File: src/rtl/boid_pkg.sv
// Shared types and widths for the boid pixel writer: FSM states, the
// position-table entry, and the coordinate/colour widths.
package boid_pkg;

  localparam int X_W     = 10;
  localparam int Y_W     = 9;
  localparam int COLOR_W = 8;
  localparam int ID_W    = 6;
  localparam int ADDR_W  = X_W + Y_W;
  localparam int CNT_W   = 16;

  typedef enum logic [2:0] {
    IDLE,
    LOOKUP,
    ERASE,
    DRAW,
    UPDATE,
    CLEAR
  } state_t;

  typedef struct packed {
    logic           valid;
    logic [X_W-1:0] x;
    logic [Y_W-1:0] y;
  } pos_entry_t;

  // Linear pixel-buffer address: row in the upper bits, column in the lower.
  function automatic logic [ADDR_W-1:0] pix_addr_of(input logic [X_W-1:0] x,
                                                    input logic [Y_W-1:0] y);
    return {y, x};
  endfunction

endpackage

File: src/rtl/boid_pos_table.sv
// Last drawn position of every boid slot. One shared address for read and
// write; the read is registered (one cycle of latency). Only the valid bits
// are reset, so the coordinate storage stays plain memory.
module boid_pos_table
  import boid_pkg::*;
#(
  parameter int DEPTH = 64
) (
  input  logic             clk,
  input  logic             reset_n,
  input  logic [ID_W-1:0]  addr,
  input  logic             we,
  input  pos_entry_t       wdata,
  output pos_entry_t       rdata
);

  logic [DEPTH-1:0] valid_q;
  logic [X_W-1:0]   x_mem [DEPTH];
  logic [Y_W-1:0]   y_mem [DEPTH];
  pos_entry_t       rdata_q;

  // Valid bits: cleared together on reset, otherwise written one at a time.
  always_ff @(posedge clk) begin
    if (!reset_n) begin
      valid_q <= '0;
    end else if (we) begin
      valid_q[addr] <= wdata.valid;
    end
  end

  // Coordinate storage and the registered read port (old data on a collision).
  always_ff @(posedge clk) begin
    if (we) begin
      x_mem[addr] <= wdata.x;
      y_mem[addr] <= wdata.y;
    end
    rdata_q <= '{valid: valid_q[addr], x: x_mem[addr], y: y_mem[addr]};
  end

  assign rdata = rdata_q;

endmodule

File: src/rtl/boid_pixel_writer.sv
// Boid pixel writer: accepts position updates, erases the boid's previous
// pixel, draws the new one, and remembers where it was drawn. A clear request
// walks the table forgetting every stored position.
module boid_pixel_writer
  import boid_pkg::*;
#(
  parameter int                 MAX_BOIDS = 64,
  parameter int                 SCREEN_W  = 640,
  parameter int                 SCREEN_H  = 480,
  parameter logic [COLOR_W-1:0] BG_COLOR  = 8'h00
) (
  input  logic               CLOCK_50,
  input  logic               reset_n,
  input  logic               boid_valid,
  output logic               boid_ready,
  input  logic [ID_W-1:0]    boid_id,
  input  logic [X_W-1:0]     boid_x,
  input  logic [Y_W-1:0]     boid_y,
  input  logic [COLOR_W-1:0] boid_color,
  input  logic               clear_all,
  output logic               pix_write,
  output logic [ADDR_W-1:0]  pix_addr,
  output logic [COLOR_W-1:0] pix_data,
  input  logic               pix_waitrequest,
  output logic               busy,
  output logic [CNT_W-1:0]   draw_count
);

  state_t             state_q;
  logic [ID_W-1:0]    id_q;
  logic [X_W-1:0]     x_q;
  logic [Y_W-1:0]     y_q;
  logic [COLOR_W-1:0] color_q;
  logic [ID_W-1:0]    clr_idx_q;
  logic               clipped_q;
  logic               drew_q;
  logic               pix_write_q;
  logic [ADDR_W-1:0]  pix_addr_q;
  logic [COLOR_W-1:0] pix_data_q;
  logic               busy_q;
  logic [CNT_W-1:0]   draw_count_q;

  logic [ID_W-1:0]    tbl_addr;
  logic               tbl_we;
  pos_entry_t         entry_d;
  pos_entry_t         old_entry;
  logic               xfer;
  logic               clip_now;
  logic               need_erase;

  // Ready only while idle and not pre-empted by a clear in the same cycle.
  assign boid_ready = (state_q == IDLE) && reset_n && !clear_all;
  assign xfer       = boid_valid && boid_ready;

  assign clip_now   = (int'(x_q) >= SCREEN_W) || (int'(y_q) >= SCREEN_H);
  assign need_erase = old_entry.valid && ((old_entry.x != x_q) || (old_entry.y != y_q));

  // Table port steering: look up the incoming id while idle so the entry is
  // ready in LOOKUP; write back in UPDATE; walk the indices in CLEAR.
  always_comb begin
    tbl_addr = id_q;
    tbl_we   = 1'b0;
    entry_d  = '0;
    unique case (state_q)
      IDLE: begin
        tbl_addr = boid_id;
      end
      UPDATE: begin
        tbl_we  = 1'b1;
        entry_d = '{valid: ~clipped_q, x: x_q, y: y_q};
      end
      CLEAR: begin
        tbl_addr = clr_idx_q;
        tbl_we   = 1'b1;
        entry_d  = '0;
      end
      default: begin
      end
    endcase
  end

  boid_pos_table #(
    .DEPTH(MAX_BOIDS)
  ) u_table (
    .clk    (CLOCK_50),
    .reset_n(reset_n),
    .addr   (tbl_addr),
    .we     (tbl_we),
    .wdata  (entry_d),
    .rdata  (old_entry)
  );

  // Capture the update payload on the accepting edge.
  always_ff @(posedge CLOCK_50) begin
    if (xfer) begin
      id_q    <= boid_id;
      x_q     <= boid_x;
      y_q     <= boid_y;
      color_q <= boid_color;
    end
  end

  // Main controller with registered pixel-bus, busy and counter outputs.
  always_ff @(posedge CLOCK_50) begin
    if (!reset_n) begin
      state_q      <= IDLE;
      pix_write_q  <= 1'b0;
      pix_addr_q   <= '0;
      pix_data_q   <= '0;
      busy_q       <= 1'b0;
      draw_count_q <= '0;
      clr_idx_q    <= '0;
      clipped_q    <= 1'b0;
      drew_q       <= 1'b0;
    end else begin
      unique case (state_q)
        IDLE: begin
          if (clear_all) begin
            state_q   <= CLEAR;
            clr_idx_q <= '0;
            busy_q    <= 1'b1;
          end else if (xfer) begin
            state_q <= LOOKUP;
            busy_q  <= 1'b1;
          end
        end

        LOOKUP: begin
          clipped_q <= clip_now;
          drew_q    <= 1'b0;
          if (need_erase) begin
            state_q     <= ERASE;
            pix_write_q <= 1'b1;
            pix_addr_q  <= pix_addr_of(old_entry.x, old_entry.y);
            pix_data_q  <= BG_COLOR;
          end else if (!clip_now) begin
            state_q     <= DRAW;
            pix_write_q <= 1'b1;
            pix_addr_q  <= pix_addr_of(x_q, y_q);
            pix_data_q  <= color_q;
          end else begin
            state_q <= UPDATE;
          end
        end

        ERASE: begin
          if (!pix_waitrequest) begin
            if (!clipped_q) begin
              state_q    <= DRAW;
              pix_addr_q <= pix_addr_of(x_q, y_q);
              pix_data_q <= color_q;
            end else begin
              state_q     <= UPDATE;
              pix_write_q <= 1'b0;
            end
          end
        end

        DRAW: begin
          if (!pix_waitrequest) begin
            state_q     <= UPDATE;
            pix_write_q <= 1'b0;
            drew_q      <= 1'b1;
          end
        end

        UPDATE: begin
          if (drew_q) begin
            draw_count_q <= draw_count_q + CNT_W'(1);
          end
          state_q <= IDLE;
          busy_q  <= 1'b0;
        end

        CLEAR: begin
          if (clr_idx_q == ID_W'(MAX_BOIDS - 1)) begin
            state_q <= IDLE;
            busy_q  <= 1'b0;
          end else begin
            clr_idx_q <= clr_idx_q + ID_W'(1);
          end
        end

        default: begin
          state_q     <= IDLE;
          pix_write_q <= 1'b0;
          busy_q      <= 1'b0;
        end
      endcase
    end
  end

  assign pix_write  = pix_write_q;
  assign pix_addr   = pix_addr_q;
  assign pix_data   = pix_data_q;
  assign busy       = busy_q;
  assign draw_count = draw_count_q;

endmodule

File: config.mk
export PLATFORM = sky130hd
export DESIGN_NAME = boid_pixel_writer
export DESIGN_NICKNAME = d
export VERILOG_FILES = /design/src/rtl/boid_pkg.sv /design/src/rtl/boid_pos_table.sv /design/src/rtl/boid_pixel_writer.sv
export SDC_FILE = /design/constraint.sdc
export NUM_CORES = 1
export LEC_CHECK = 0
export BUFFER_PORTS_ARGS = -buffer_cell sky130_fd_sc_hd__clkbuf_2
export CAP_MARGIN = 25
export CELL_PAD_IN_SITES_DETAIL_PLACEMENT = 2
export CELL_PAD_IN_SITES_GLOBAL_PLACEMENT = 2
export CORE_MARGIN = 5
export CORE_UTILIZATION = 53
export CTS_CLUSTER_SIZE = 25
export DETAILED_ROUTE_END_ITERATION = 10
export PLACE_DENSITY_LB_ADDON = 0.1
export SYNTH_ARGS = -nofsm -noshare
export SYNTH_HDL_FRONTEND = slang
export SYNTH_HIERARCHICAL = 1
export SYNTH_SLANG_ARGS = --single-unit
export TNS_END_PERCENT = 30
File: constraint.sdc
create_clock -name CLOCK_50 -period 10.3 [get_ports CLOCK_50]
set_input_delay 0 -clock CLOCK_50 [delete_from_list [all_inputs] [get_ports CLOCK_50]]
set_output_delay 0 -clock CLOCK_50 [all_outputs]
set_load 0.01 [all_outputs]
==> run metrics, run 1 <==
status=did not finish; Failed at=clock tree synthesis (4_1_cts); Log Error=[ERROR DPL-0033] detailed placement checks failed during check placement.; Synth Register Bits=1389; Ys Warns=6; Yosys cell types=64; hpwl dp=112000 um; Post-synth top flop=edfxtp_1; Synth Instances=2759; Post-synth EDFFs=1249; # resized after CTS=0; Rows=117; Cell Area, Synth=53900 um2; gpl congestion=0.808; Die Wd=329 um; Clock H-tree levels=4; Post-synth ARST share=0; Mapped Nets=2799; CTS Buf Count=147; Max Buffers Root-to-Sink=3; pre-CTS WS=4440 ps; Post-CTS Setup Bufs=0; Root Driver=clkbuf_16; I/O Pins=84; Chip Height=329 um; initial core utilization=0.532; Mean Syn Cell Area=19.5 um2; # clock sinks=1389; hold buffers post-CTS=68; Seq/Total Area, Yosys=0.748; # port buffers=83
==> logic make-up after synthesis <==
logic type,Yosys count,synth area share
mux,368,0.142
compound gates,334,0.0436
flops,1389,0.748
xor+xnor,36,0.00585
fa+ha+maj,2,0.000465
buf+inv,172,0.0150
simple gates,458,0.0446
==> synthesized netlist by cell type, types with 7 or more instances <==
cell type	n	area, um2
nor2b_1	15	93.8
a22o_1	28	245
a21boi_0	64	480
nand2_1	107	402
a221oi_1	40	350
o21ai_0	87	435
nand3_1	16	80.1
or3_1	20	125
xnor2_1	28	245
mux4_2	318	7160
buf_2	47	235
a22oi_1	65	488
a21oi_1	11	55.1
and2_1	34	213
nand2b_1	57	357
clkbuf_1	85	319
buf_1	14	52.6
xor2_1	8	70.1
nor2_1	105	394
dfxtp_1	140	2800
mux2i_1	49	490
and3_1	7	43.8
buf_6	7	78.8
o22ai_1	20	125
buf_4	13	97.6
nand4_1	65	407
edfxtp_1	1249	37500
==> stage by stage <==
stage,cells,hold slack [ps],cell area [um2]
floorplan,2759,98.9,53900
global placement,4144,181,56400
detailed placement,4144,179,56400
==> run 2, diff against run 1 <==
CELL_PAD_IN_SITES_DETAIL_PLACEMENT = default   (was 2)
CELL_PAD_IN_SITES_GLOBAL_PLACEMENT = default   (was 2)
CORE_UTILIZATION = 40   (was 53)
CTS_CLUSTER_SIZE = default   (was 25)
PLACE_DENSITY_LB_ADDON = 0.15   (was 0.1)
==> run 2 against run 1 <==
Net effect:
- the run now ends clean
- synthesized cell count stayed put
- area after synthesis stayed put
==> run metrics, run 2 <==
status=finished clean (was did not finish); Post-synth EDFFs=1249 (unchanged); most frequent cells in the layout=edfxtp_1 (1249), mux4_2 (318), clkbuf_16 (154), dfxtp_1 (140), nand2_1 (103); Max Buffers Root-to-Sink=3 (unchanged); Synth Instances=2759 (unchanged); # setup viols final=0; share of cells above drive strength 1=0.267; wire length per cell=30.6 um; Util after Layout=0.469; Flop pwr share=0.384; Mapped Nets=2799 (unchanged); Setup Crit Path Kind=flip-flop to flip-flop; Pint=12.0 mW; Cell Area, Synth=53900 um2 (unchanged); Chip Height=377 um (was 329 um); TNS Setup=0 ps; critical path arrival=6290 ps; Leak=19.5 nW; Max Cap Viol=0; Ys Warns=6 (unchanged); Max Slew Vio Count=0; pwr/cell area=285 nW/um2; # resized after CTS=0 (unchanged); synthesis-to-layout area growth=16.5%; top cells by count, synth=edfxtp_1 (1249), mux4_2 (318), dfxtp_1 (140) (unchanged); Post-synth ARST share=0 (unchanged); Rows=134 (was 117); Root Driver=clkbuf_16 (unchanged); CTS tree=yes; final worst slack=4660 ps; max FFs per register=640; Psw=5.85 mW; Yosys top cell area share=0.696 (unchanged); nets=3047; # DRC=0; vias in the first global route=28700; antenna-violating nets left=0; critical path capture point type=flip-flop; clk slew on worst S/H paths=60 ps; commonest non-fill, non-tap cell in the layout=edfxtp_1; Mean Syn Cell Area=19.5 um2 (unchanged); largest net degree at the start of global routing=111; Post-synth top flop=edfxtp_1 (unchanged); TritonRoute pass-1 iters=5; Synth Register Bits=1389 (unchanged); Post-CTS Setup Bufs=0 (unchanged); most instantiated library cell after synthesis=edfxtp_1 (unchanged); RSZ-0062 raised after global routing=no; final hold violation count=0; max frequency=0.177 GHz; GRT Overall Usage=0.209; Slew HR=0.253; Comb pwr share=0.313; First DRT Iteration DRCs=2999; first-pass GRT wire length=214000 um; worst clock skew=34.2 ps; pre-CTS WS=4550 ps (was 4440 ps); Vias=28500; main area contributors after synthesis=edfxtp_1 (70%), mux4_2 (13%), dfxtp_1 (5.2%) (unchanged); period utilization=0.547; Max FO, Critical Path=77; ANT cells=0; hold buffers post-CTS=71 (was 68); total gr overflow=0; # clock sinks=1389 (unchanged); initial core utilization=0.403 (was 0.532); Largest Register=u_table/x_mem; Inst Count DP=4553 (was 4144); hpwl dp=87000 um (was 112000 um); vias per cell=5.82; I/O Pins=84 (unchanged); total die area=142000 um2; final wirelength=150000 um; Seq/Total Area, Yosys=0.748 (unchanged); switching power share of the total=0.328; VDD IR-drop max=0.249 mV; top flop regs=u_table/x_mem x640, u_table/y_mem x576, u_table/valid_q x64; Core Region=134000 um2; CTS Buf Count=148 (was 147); Clock Power Share=0.303; worst slew pin tran=1120 ps; largest area contributor in the netlist=edfxtp_1 (unchanged); Hold WS=218 ps; initial antenna violation count=8; post-route insts no fill=4893; Die Wd=377 um (was 329 um); clk_lat worst skew=780 ps; # port buffers=83 (unchanged); gpl congestion=0.821 (was 0.808); post-layout min period=5640 ps; Worst Setup Start Kind=flip-flop; Worst Path Required=10960 ps; Worst Hold Class=input pin to flip-flop; Clock H-tree levels=4 (unchanged); Yosys cell types=64 (unchanged)
## run 2: kinds of logic (layout without fill, tap and decap cells)
group / Yosys count / after routing / share of synthesized area
flip-flops: 1389 / 1389 / 0.748
multiplexers: 368 / 368 / 0.142
buffers and inverters: 172 / 538 / 0.0150
AO/OA/AOI/OAI: 334 / 334 / 0.0436
XOR/XNOR: 36 / 36 / 0.00585
AND/OR/NAND/NOR: 458 / 458 / 0.0446
adder cells (fa/ha/maj): 2 / 2 / 0.000465
## run 2: area by class of cell
| cell class | instances | area, um2 |
|---|---|---|
| fill | 11100 | 70900 |
| sequential | 1389 | 40300 |
| multi-input combinational | 1198 | 13100 |
| clock buffer | 191 | 4080 |
| tap | 1768 | 2210 |
| timing repair buffer | 264 | 2160 |
| clock inverter | 77 | 863 |
| inverter | 6 | 22.5 |
## run 2: worst paths after layout
kind / cells past startpoint / endpoint / start / slack, ps
max: 10 / u_table/rdata[16] / state_q[1] / 4660
min: 3 / drew_q / reset_n / 220
max reg2reg: 10 / u_table/rdata[16] / state_q[1] / 4660
min reg2reg: 1 / pix_data[6] / color_q[6] / 470
## run 2: metrics by stage
step / area (um2) / power, mW
2_1_floorplan: 53900 / 10.5
3_3_place_gp: 56900 / 12.6
3_5_place_dp: 57000 / 12.6
4_1_cts: 62700 / 18.1
5_1_grt: 62700 / 18.5
6_report: 62700 / 17.8
## run 2: critical path, cell delays in order (launching register included)
cell,delay [ps]
dfxtp_1,740
and3b_1,370
nor2_1,390
nand2_1,170
nand2_4,530
buf_12,580
mux4_2,590
a22o_1,280
a221oi_1,640
nand4_1,600
or3_1,500
## run 2: power by group through the flow
stage | clock network (mW) | registers [mW] | logic, mW
6_report | 5.41 | 6.85 | 5.59
5_1_grt | 5.75 | 6.87 | 5.92
4_1_cts | 5.52 | 6.86 | 5.68
3_5_place_dp | 0 | 6.97 | 5.65
3_3_place_gp | 0 | 6.96 | 5.59
2_1_floorplan | 0 | 6.86 | 3.62
## run 2: metal layers
metal  vias to the layer above  track usage  share of wire
met5                         -            0              0
met4                         0       0.0737          0.035
met3                       257       0.0407          0.067
met2                      1106        0.340           0.48
met1                     15300        0.285           0.41
li1                      11800            -              -
No activity file was read; power rests on OpenSTA's default activity.
==> run 3, diff against run 2 <==
clock period = 5.41 ns   (was 10.3 ns; I/O delays follow)
==> run 3 against run 2 <==
Net effect:
- flip-flop and latch count is the same
- combinational power grew 97%
- sequential power grew 88%
- cell count grew 0.94%
- first-iteration DRC count grew 11%
- worst setup slack lost 4400 ps
- clock-buffer cell count shrank 4
- critical endpoint is now u_table/rdata[5]
==> run metrics, run 3 (synthesis results as in run 2) <==
status=finished clean (unchanged); hold buffers post-CTS=70 (was 71); share of cells above drive strength 1=0.273 (was 0.267); # port buffers=83 (unchanged); Core Region=134000 um2 (unchanged); worst slew pin tran=1050 ps (was 1120 ps); CTS tree=yes (unchanged); Worst Hold Class=input pin to flip-flop (unchanged); pwr/cell area=534 nW/um2 (was 285 nW/um2); post-layout min period=5150 ps (was 5640 ps); Chip Height=377 um (unchanged); R2R setup slack=260 ps (was 4660 ps); Max FO, Critical Path=48 (was 77); CP dominant cell by count=buf_12; CP cell instances=and3b_1 -> nor2_1 -> nand2_1 -> nand2_4 -> buf_12 -> buf_12 -> buf_4 -> mux4_2 -> a22oi_1 -> nand4_1 -> or3_1 (was and3b_1 -> nor2_1 -> nand2_1 -> nand2_4 -> buf_12 -> mux4_2 -> a22o_1 -> a221oi_1 -> nand4_1 -> or3_1); VDD IR-drop max=0.370 mV (was 0.249 mV); Worst Path Required=6050 ps (was 10960 ps); Util after Layout=0.468 (was 0.469); Psw=11.0 mW (was 5.85 mW); worst path bufs/invs=3 (was 1); most frequent cells in the layout=edfxtp_1 (1249), mux4_2 (318), buf_4 (147), clkbuf_16 (146), dfxtp_1 (140) (was edfxtp_1 (1249), mux4_2 (318), clkbuf_16 (154), dfxtp_1 (140), nand2_1 (103)); clk_lat worst skew=770 ps (was 780 ps); nets=3091 (was 3047); vias per cell=5.84 (was 5.82); synthesis-to-layout area growth=16.2% (was 16.5%); CP max stage delay=540 ps (was 740 ps); Post-CTS Setup Bufs=0 (unchanged); Clock H-tree levels=4 (unchanged); max frequency=0.194 GHz (was 0.177 GHz); TNS Setup=0 ps (unchanged); Flop pwr share=0.387 (was 0.384); Max Buffers Root-to-Sink=3 (unchanged); hpwl dp=92800 um (was 87000 um); First DRT Iteration DRCs=3328 (was 2999); initial antenna violation count=5 (was 8); Root Driver=clkbuf_16 (unchanged); sequential cell area=40300 um2 (unchanged); # clock sinks=1389 (unchanged); GRT Overall Usage=0.209 (about the same); Rows=134 (unchanged); final wirelength=149000 um (was 150000 um); total gr overflow=0 (unchanged); Die Wd=377 um (unchanged); CP delay by family, top=simple AND/OR/NAND/NOR gates (unchanged); largest net degree at the start of global routing=92 (was 111); Setup Crit Path Kind=flip-flop to flip-flop (unchanged); # DRC=0 (unchanged); vias in the first global route=28600 (was 28700); critical path arrival=5790 ps (was 6290 ps); period utilization=0.952 (was 0.547); Largest Register=u_table/x_mem (unchanged); Clock Power Share=0.284 (was 0.303); clk slew on worst S/H paths=60 ps (about the same); total die area=142000 um2 (unchanged); Worst Setup Start Kind=flip-flop (unchanged); max FFs per register=640 (unchanged); TritonRoute pass-1 iters=6 (was 5); gpl congestion=0.821 (about the same); # setup viols final=0 (unchanged); multi-input gate area in the final layout=13100 um2 (about the same); Vias=28800 (was 28500); final hold violation count=0 (unchanged); critical path capture point type=flip-flop (unchanged); antenna-violating nets left=0 (unchanged); first-pass GRT wire length=213000 um (was 214000 um); slowest cell on the critical path=nand4_1 (was dfxtp_1); CTS Buf Count=144 (was 148); top flop regs=u_table/x_mem x640, u_table/y_mem x576, u_table/valid_q x64 (unchanged); Slew HR=0.296 (was 0.253); Comb pwr share=0.329 (was 0.313); commonest non-fill, non-tap cell in the layout=edfxtp_1 (unchanged); Leak=19.6 nW (was 19.5 nW); RSZ-0062 raised after global routing=no (unchanged); wire length per cell=30.2 um (was 30.6 um); Hold WS=199 ps (was 218 ps); switching power share of the total=0.330 (was 0.328); # resized after CTS=0 (unchanged); initial core utilization=0.403 (unchanged); I/O Pins=84 (unchanged); number of fill cells=11000 (was 11100); Max Cap Viol=0 (unchanged); Max Slew Vio Count=0 (unchanged); Pint=22.4 mW (was 12.0 mW); worst clock skew=27.3 ps (was 34.2 ps)
## run 3: changes by cell type in the layout (fill, tap and decap cells not counted), moves of 5 or more
cell	change
buf_12	+5
buf_4	+50
bufinv_16	-8
clkbuf_1	+7
clkbuf_16	-8
diode_2	+6
inv_6	+10
nor2_4	-5
## run 3: layout make-up
cell class,instances,area share
clock inverter,73,0.0100
inverter,6,0.000360
antenna,6,0.000240
clock buffer,187,0.0618
multi-input combinational,1198,0.209
timing repair buffer,312,0.0397
tap,1768,0.0353
sequential,1389,0.644
## run 3: metal layers
metal,share of wire,GRT usage,vias up
met1,0.45,0.314,15600
li1,-,-,11900
met5,0,0,-
met3,0.072,0.0374,164
met2,0.46,0.319,1171
met4,0.021,0.0529,0
## run 3: path summary, 6_finish.rpt
kind | from | endpoint | cells after the start
hold / removal | reset_n | pix_addr[5] | 4
setup reg to reg | state_q[0] | u_table/rdata[5] | 11
setup / recovery | state_q[0] | u_table/rdata[5] | 11
hold reg to reg | color_q[4] | pix_data[4] | 1
## run 3: power by group through the flow
stage | registers, mW | clock network, mW | logic [mW]
2_1_floorplan | 13.1 | 0 | 6.89
3_3_place_gp | 13.2 | 0 | 11.0
3_5_place_dp | 13.2 | 0 | 11.1
4_1_cts | 12.9 | 9.73 | 11.1
5_1_grt | 13.0 | 10.2 | 11.7
6_report | 12.9 | 9.50 | 11.0
## run 3: stage by stage
step | setup WS [ps] | instance area, um2 | instances | power [mW]
2_1_floorplan | 1810 | 53900 | 2759 | 20.0
3_3_place_gp | 296 | 57300 | 4600 | 24.1
3_5_place_dp | 316 | 57400 | 4602 | 24.2
4_1_cts | 305 | 62500 | 4932 | 33.8
5_1_grt | 35.2 | 62600 | 4934 | 34.8
6_report | 257 | 62600 | 4939 | 33.4
## run 3: tightest hold or removal path, stage by stage
cell,delay (ps)
dlygate4sd3_1,530
buf_4,230
o21ai_0,100
a221oi_1,50
